===== src/rtl/uart_pkg.sv =====
// Shared types and constants for the UART transmit/receive pair.
package uart_pkg;

  typedef enum logic [1:0] {
    IDLE  = 2'd0,
    START = 2'd1,
    DATA  = 2'd2,
    STOP  = 2'd3
  } uart_tx_state_t;

  localparam int UART_DATA_BITS = 8;
  // Receiver and transmitter both use this so their bit rates stay matched.
  localparam int UART_DEFAULT_CLKS_PER_BIT = 10416;

endpackage


===== src/rtl/byte_fifo.sv =====
// Byte FIFO on distributed RAM; head byte is registered on pop and valid the
// following cycle.
module byte_fifo #(
  parameter int DEPTH = 16
) (
  input  logic                     clk,
  input  logic                     rst,
  input  logic                     push,
  input  logic [7:0]               wr_data,
  input  logic                     pop,
  output logic [7:0]               rd_data,
  output logic                     full,
  output logic                     empty,
  output logic [$clog2(DEPTH):0]   count
);
  import uart_pkg::*;

  localparam int AW = $clog2(DEPTH);
  localparam logic [AW:0] CNT_FULL = (AW+1)'(DEPTH);

  logic [7:0]    mem [DEPTH];
  logic [AW-1:0] wr_ptr;
  logic [AW-1:0] rd_ptr;
  logic          do_push;
  logic          do_pop;

  assign full    = (count == CNT_FULL);
  assign empty   = (count == '0);
  assign do_push = push & ~full;
  assign do_pop  = pop & ~empty;

  // Storage array: no reset, contents are only meaningful between the pointers.
  always_ff @(posedge clk) begin
    if (do_push) begin
      mem[wr_ptr] <= wr_data;
    end
  end

  // Pointers, occupancy and registered head read.
  always_ff @(posedge clk) begin
    if (rst) begin
      wr_ptr  <= '0;
      rd_ptr  <= '0;
      count   <= '0;
      rd_data <= 8'h00;
    end else begin
      if (do_push) begin
        wr_ptr <= wr_ptr + AW'(1);
      end
      if (do_pop) begin
        rd_ptr  <= rd_ptr + AW'(1);
        rd_data <= mem[rd_ptr];
      end
      case ({do_push, do_pop})
        2'b10:   count <= count + (AW+1)'(1);
        2'b01:   count <= count - (AW+1)'(1);
        default: count <= count;
      endcase
    end
  end

endmodule


===== src/rtl/uart_tx.sv =====
// 8N1 UART transmitter with a byte FIFO in front; frames are sent back to back
// while bytes are queued.
module uart_tx
  import uart_pkg::*;
#(
  parameter int CLKS_PER_BIT = UART_DEFAULT_CLKS_PER_BIT,
  parameter int FIFO_DEPTH   = 16
) (
  input  logic                           clk,
  input  logic                           rst,
  input  logic [7:0]                     data_in,
  input  logic                           data_valid,
  output logic                           data_ready,
  output logic                           overflow,
  output logic [$clog2(FIFO_DEPTH):0]    fifo_count,
  output logic                           busy,
  output logic                           tx
);

  localparam int TW = $clog2(CLKS_PER_BIT);
  localparam int IW = $clog2(UART_DATA_BITS);
  localparam logic [TW-1:0] TIMER_MAX = TW'(CLKS_PER_BIT - 1);
  localparam logic [IW-1:0] IDX_LAST  = IW'(UART_DATA_BITS - 1);

  uart_tx_state_t state, state_next;
  logic [TW-1:0]  bit_timer, timer_next;
  logic [IW-1:0]  bit_idx, idx_next;
  logic [7:0]     shift, shift_next;
  logic           tx_next;
  logic           pop;
  logic           push;
  logic           full;
  logic           empty;
  logic           bit_end;
  logic [7:0]     fifo_data;

  assign data_ready = ~full;
  assign push       = data_valid & data_ready;
  assign busy       = (state != IDLE);
  assign bit_end    = (bit_timer == TIMER_MAX);

  byte_fifo #(.DEPTH(FIFO_DEPTH)) u_fifo (
    .clk     (clk),
    .rst     (rst),
    .push    (push),
    .wr_data (data_in),
    .pop     (pop),
    .rd_data (fifo_data),
    .full    (full),
    .empty   (empty),
    .count   (fifo_count)
  );

  // State, timing and line registers.
  always_ff @(posedge clk) begin
    if (rst) begin
      state     <= IDLE;
      bit_timer <= '0;
      bit_idx   <= '0;
      shift     <= 8'h00;
      tx        <= 1'b1;
      overflow  <= 1'b0;
    end else begin
      state     <= state_next;
      bit_timer <= timer_next;
      bit_idx   <= idx_next;
      shift     <= shift_next;
      tx        <= tx_next;
      overflow  <= data_valid & ~data_ready;
    end
  end

  // Next-state logic; the popped byte is loaded into shift as START ends,
  // once the FIFO's registered head has caught up.
  always_comb begin
    state_next = state;
    timer_next = bit_timer;
    idx_next   = bit_idx;
    shift_next = shift;
    tx_next    = tx;
    pop        = 1'b0;

    if (state == IDLE) begin
      timer_next = '0;
    end else if (bit_end) begin
      timer_next = '0;
    end else begin
      timer_next = bit_timer + TW'(1);
    end

    case (state)
      IDLE: begin
        if (!empty) begin
          pop        = 1'b1;
          state_next = START;
          tx_next    = 1'b0;
        end else begin
          tx_next = 1'b1;
        end
      end
      START: begin
        if (bit_end) begin
          state_next = DATA;
          shift_next = fifo_data;
          tx_next    = fifo_data[0];
          idx_next   = '0;
        end else begin
          tx_next = 1'b0;
        end
      end
      DATA: begin
        tx_next = shift[0];
        if (bit_end) begin
          if (bit_idx == IDX_LAST) begin
            state_next = STOP;
            tx_next    = 1'b1;
          end else begin
            shift_next = {1'b0, shift[7:1]};
            tx_next    = shift[1];
            idx_next   = bit_idx + IW'(1);
          end
        end else begin
          idx_next = bit_idx;
        end
      end
      STOP: begin
        if (bit_end) begin
          if (!empty) begin
            pop        = 1'b1;
            state_next = START;
            tx_next    = 1'b0;
          end else begin
            state_next = IDLE;
            tx_next    = 1'b1;
          end
        end else begin
          tx_next = 1'b1;
        end
      end
      default: begin
        state_next = IDLE;
        tx_next    = 1'b1;
      end
    endcase
  end

endmodule


===== config.mk =====
export PLATFORM = sky130hd
export DESIGN_NAME = uart_tx
export DESIGN_NICKNAME = d
export VERILOG_FILES = /design/src/rtl/uart_pkg.sv /design/src/rtl/byte_fifo.sv /design/src/rtl/uart_tx.sv
export SDC_FILE = /design/constraint.sdc
export NUM_CORES = 1
export LEC_CHECK = 0
export CORE_MARGIN = 4
export CORE_UTILIZATION = 51
export DETAILED_ROUTE_END_ITERATION = 12
export GPL_ROUTABILITY_DRIVEN = 0
export PLACE_DENSITY_LB_ADDON = 0.3
export RECOVER_POWER = 50
export SLEW_MARGIN = 15
export SYNTH_ARGS = -nofsm -noshare
export SYNTH_HDL_FRONTEND = slang
export SYNTH_SLANG_ARGS = --single-unit

===== constraint.sdc =====
create_clock -name clk -period 5.8 [get_ports clk]
set_clock_uncertainty 0.15 [all_clocks]
set_input_delay 1.16 -clock clk [delete_from_list [all_inputs] [get_ports clk]]
set_output_delay 1.16 -clock clk [all_outputs]
set_load 0.005 [all_outputs]

==> load_flow_metrics.sql <==
INSERT INTO impl_metrics (metric_group, metric, value, unit) VALUES
('synthesis', 'synth_warnings', '0', ''),
('floorplan', 'fp.dieW', '128', 'um'),
('timing', 'final.min_clock_period', '3.92', 'ns'),
('route', 'num_vias', '3986', ''),
('finish', 'seq_area', '4840', 'um^2'),
('finish', 'area_of_combinational_cells_with_multiple_inputs', '2410', 'um^2'),
('outcome', 'run_status', 'finished with violations', ''),
('route', 'drt.antenna.violating_nets', '0', ''),
('synthesis', 'yosys_register_bits', '178', ''),
('setup_path', 'crit_path_top_delay_cell', 'a21boi_1', ''),
('setup_path', 'worstPathRequired', '5.98', 'ns'),
('finish', 'layout_overhead_on_the_synthesized_area', '12.7', '%'),
('floorplan', 'io_pins', '20', ''),
('route', 'dr.pass1.iters', '5', ''),
('global_routing', 'grt.total_usage', '17.5', '%'),
('timing', 'timing.setup.tns', '0', 'ns'),
('global_routing', 'grt_start_max_net_pins', '38', ''),
('route', 'drt_iter0_drc', '366', ''),
('clock_network', 'post-cts-setup-buffers', '0', ''),
('min_path', 'worstHoldEndpoint', 'bit_timer[0]$_SDFF_PP0_', ''),
('synthesis', 'synth_enable_flop_cells', '128', ''),
('clock_network', 'cts_htree_levels', '4', ''),
('synthesis', 'synth_area', '7390', 'um^2'),
('synthesis', 'yosys_most_used_dff', 'edfxtp_1', ''),
('setup_path', 'worst-r2r-cell-count', '11', ''),
('run', 'drv_cap', '1', ''),
('setup_path', 'worstSetupStartpointType', 'primary input', ''),
('setup_path', 'timing.reg2reg.setup_slack', '1.99', 'ns'),
('route', 'totalWireLength', '13.3', 'mm'),
('timing', 'setup_viol_count_final', '0', ''),
('timing', 'fmax', '0.255', 'GHz'),
('global_routing', 'first_global_vias', '3974', ''),
('finish', 'num_antenna_cells', '0', ''),
('setup_path', 'critical_path.cell_chain', 'clkdlybuf4s50_1 > a21boi_1 > inv_1 > ha_1 > fa_1 > a21o_1 > a21oi_1 > xor2_1 > or3_1 > a21oi_1', ''),
('synthesis', 'synth_async_sr_flop_share', '0', '%'),
('min_path', 'whs_path_depth', '1', ''),
('finish', 'total_of_fill_cells_in_the_finished_design', '1065', ''),
('floorplan', 'die_area', '16500', 'um^2'),
('floorplan', 'die_h', '128', 'um'),
('synthesis', 'postSynthNetCount', '504', ''),
('route', 'route.detailed.drc', '0', ''),
('timing', 'hold_violations', '0', ''),
('finish', 'drive_gt1_share', '17.4', '%'),
('setup_path', 'worstPathMaxFanout', '9', ''),
('finish', 'num-nets-final', '528', ''),
('clock_network', 'insertion_delay', '0.42', 'ns'),
('timing', 'layout_worst_path_cycle_share', '67.6', '%'),
('floorplan', 'rows', '43', ''),
('global_routing', 'global_route_wire_length_before_repair', '21.8', 'mm'),
('timing', 'headroom_to_the_max_slew_limit', '-18.0', '%'),
('synthesis', 'distinct_cell_type_count_after_synthesis', '52', ''),
('min_path', 'min-delay-path-class', 'reg -> reg', ''),
('floorplan', 'initial_utilization', '52.6', '%'),
('setup_path', 'worst_path_bufs_invs', '2', ''),
('power', 'max-vdd-ir-drop', '0.000310', 'V'),
('clock_network', 'cts.hold.buffers_added', '0', ''),
('clock_network', 'clockRootBuffer', 'clkbuf_16', ''),
('setup_path', 'critical_path_arrival', '4.10', 'ns'),
('outcome', 'violations', 'max-capacitance violations, max-slew violations', ''),
('timing', 'worst-slew-pin-transition', '1.77', 'ns'),
('global_routing', 'initial_antenna_violation_count', '0', ''),
('setup_path', 'worst-setup-path-type', 'in -> reg', ''),
('synthesis', 'synth_seq_area_share', '65.6', '%'),
('min_path', 'hold_path_startpoint', 'bit_timer[0]$_SDFF_PP0_', ''),
('timing', 'timing_max_transition_violations_final', '38', ''),
('placement', 'place_hpwl', '8.47', 'mm'),
('synthesis', 'post_synth.cell_area_avg', '15.6', 'um^2'),
('route', 'avgRoutedWirePerCell', '19.2', 'um'),
('clock_network', 'cts_inserted_buffers', '17', ''),
('clock_network', 'clk_pin_slew', '0.07', 'ns'),
('route', 'avgViaCountPerCell', '5.76', '');
==> cells in the mapped netlist (all sizes together) (3+ instances only) <==
master / number / area, um^2
inv: 9 / 33.8
ha: 17 / 213
o21ai: 12 / 63.8
xor2: 11 / 96.3
o22ai: 6 / 37.5
or3: 5 / 31.3
nor3: 4 / 20.0
nand2: 17 / 63.8
mux4: 32 / 721
nand4: 6 / 52.6
nor2: 56 / 225
buf: 10 / 85.1
dfxtp: 50 / 1000
clkbuf: 8 / 30.0
nor2b: 3 / 18.8
xnor2: 6 / 52.6
mux2i: 30 / 300
a21o: 4 / 32.5
a211oi: 8 / 60.1
edfxtp: 128 / 3840
nand2b: 3 / 18.8
nand3: 6 / 40.0
and3: 4 / 27.5
a21oi: 21 / 113
==> worst max-delay path by stage <==
stage / start / endpoint / slack [ns] / cells past startpoint
after global placement: data_valid / u_fifo.count[4]$_SDFFE_PP0P_ / 1.63 / 10
after CTS: data_valid / u_fifo.count[4]$_SDFFE_PP0P_ / 1.94 / 10
final: data_valid / u_fifo.count[4]$_SDFFE_PP0P_ / 1.88 / 10
after global routing: data_valid / u_fifo.count[4]$_SDFFE_PP0P_ / 1.66 / 10
after floorplan: data_valid / u_fifo.count[4]$_SDFFE_PP0P_ / 2.40 / 9
after detailed placement: data_valid / u_fifo.count[4]$_SDFFE_PP0P_ / 1.51 / 10
==> placed cells by master (no fill, tap or decap), types with 5 or more instances in the layout <==
cell type	n
or3_1	5
dfxtp_1	50
a211oi_1	8
a21oi_1	19
mux4_2	32
clkbuf_16	17
nand4_1	5
dlygate4sd3_1	10
edfxtp_1	128
xor2_1	11
inv_8	8
inv_1	8
nor2_1	54
clkdlybuf4s50_1	9
ha_1	17
o21ai_0	11
o22ai_1	6
nand2_1	17
xnor2_1	6
mux2i_1	30
==> final cells by class <==
cell class                 instances  area share (%)
clock buffer                      17            5.11
clock inverter                    15            2.07
inverter                          10           0.451
multi-input combinational        269            28.9
sequential                       178            58.2
tap                              180            2.70
timing repair buffer              23            2.60
==> worst register-to-register path, cell delays in order (launching register included) <==
cell and delay [ns]:
dfxtp_1 0.39, inv_1 0.11, ha_1 0.34, or2b_1 0.27, o31ai_4 0.81, ha_1 0.44
ha_1 0.32, a21o_1 0.19, a21oi_1 0.17, xor2_1 0.09, or3_1 0.31, a21oi_1 0.13
==> flip-flops by register name, summed over array words and instances (netlist names) <==
register and cells:
u_fifo.rd_data 8, state 2, u_fifo.mem 128, overflow 1
shift 8, u_fifo.rd_ptr 4, u_fifo.wr_ptr 4, bit_timer 14
tx 1, bit_idx 3, u_fifo.count 5
==> kinds of logic (layout without fill, tap and decap cells) <==
family	after synthesis	count (layout)	share of synthesized area, %
AOI/OAI and AO/OA	56	56	4.98
adders and majority gates	18	18	3.15
xor gates and xnor gates	17	17	2.01
muxes	62	62	13.8
DFF	178	178	65.6
buffers and inverters	28	65	2.07
and+or+nand+nor	116	116	8.42
==> where the power goes <==
part           internal [mW]  switching, mW
clock network          0.586          0.552
registers               1.45         0.0588
logic                  0.373          0.407
==> metrics by stage <==
| step | cell area [um^2] | cells | hold slack [ns] | setup slack (ns) |
|---|---|---|---|---|
| after floorplan | 7390 | 475 | 0.276 | 2.40 |
| after global placement | 7720 | 660 | 0.291 | 1.63 |
| after detailed placement | 7720 | 660 | 0.324 | 1.51 |
| after CTS | 8320 | 692 | 0.336 | 1.94 |
| after global routing | 8330 | 692 | 0.372 | 1.66 |
| final | 8330 | 692 | 0.333 | 1.88 |
==> per-layer routing <==
metal  global-route usage [%]  up-vias  wire length [um]
li1                         -     1867                 -
met1                     23.9     1977              5680
met2                     27.9      124              6600
met3                     4.86       18               840
met4                     4.87        0               171
met5                        0        -                 0
Note: power is estimated with default switching activity, not from simulation.
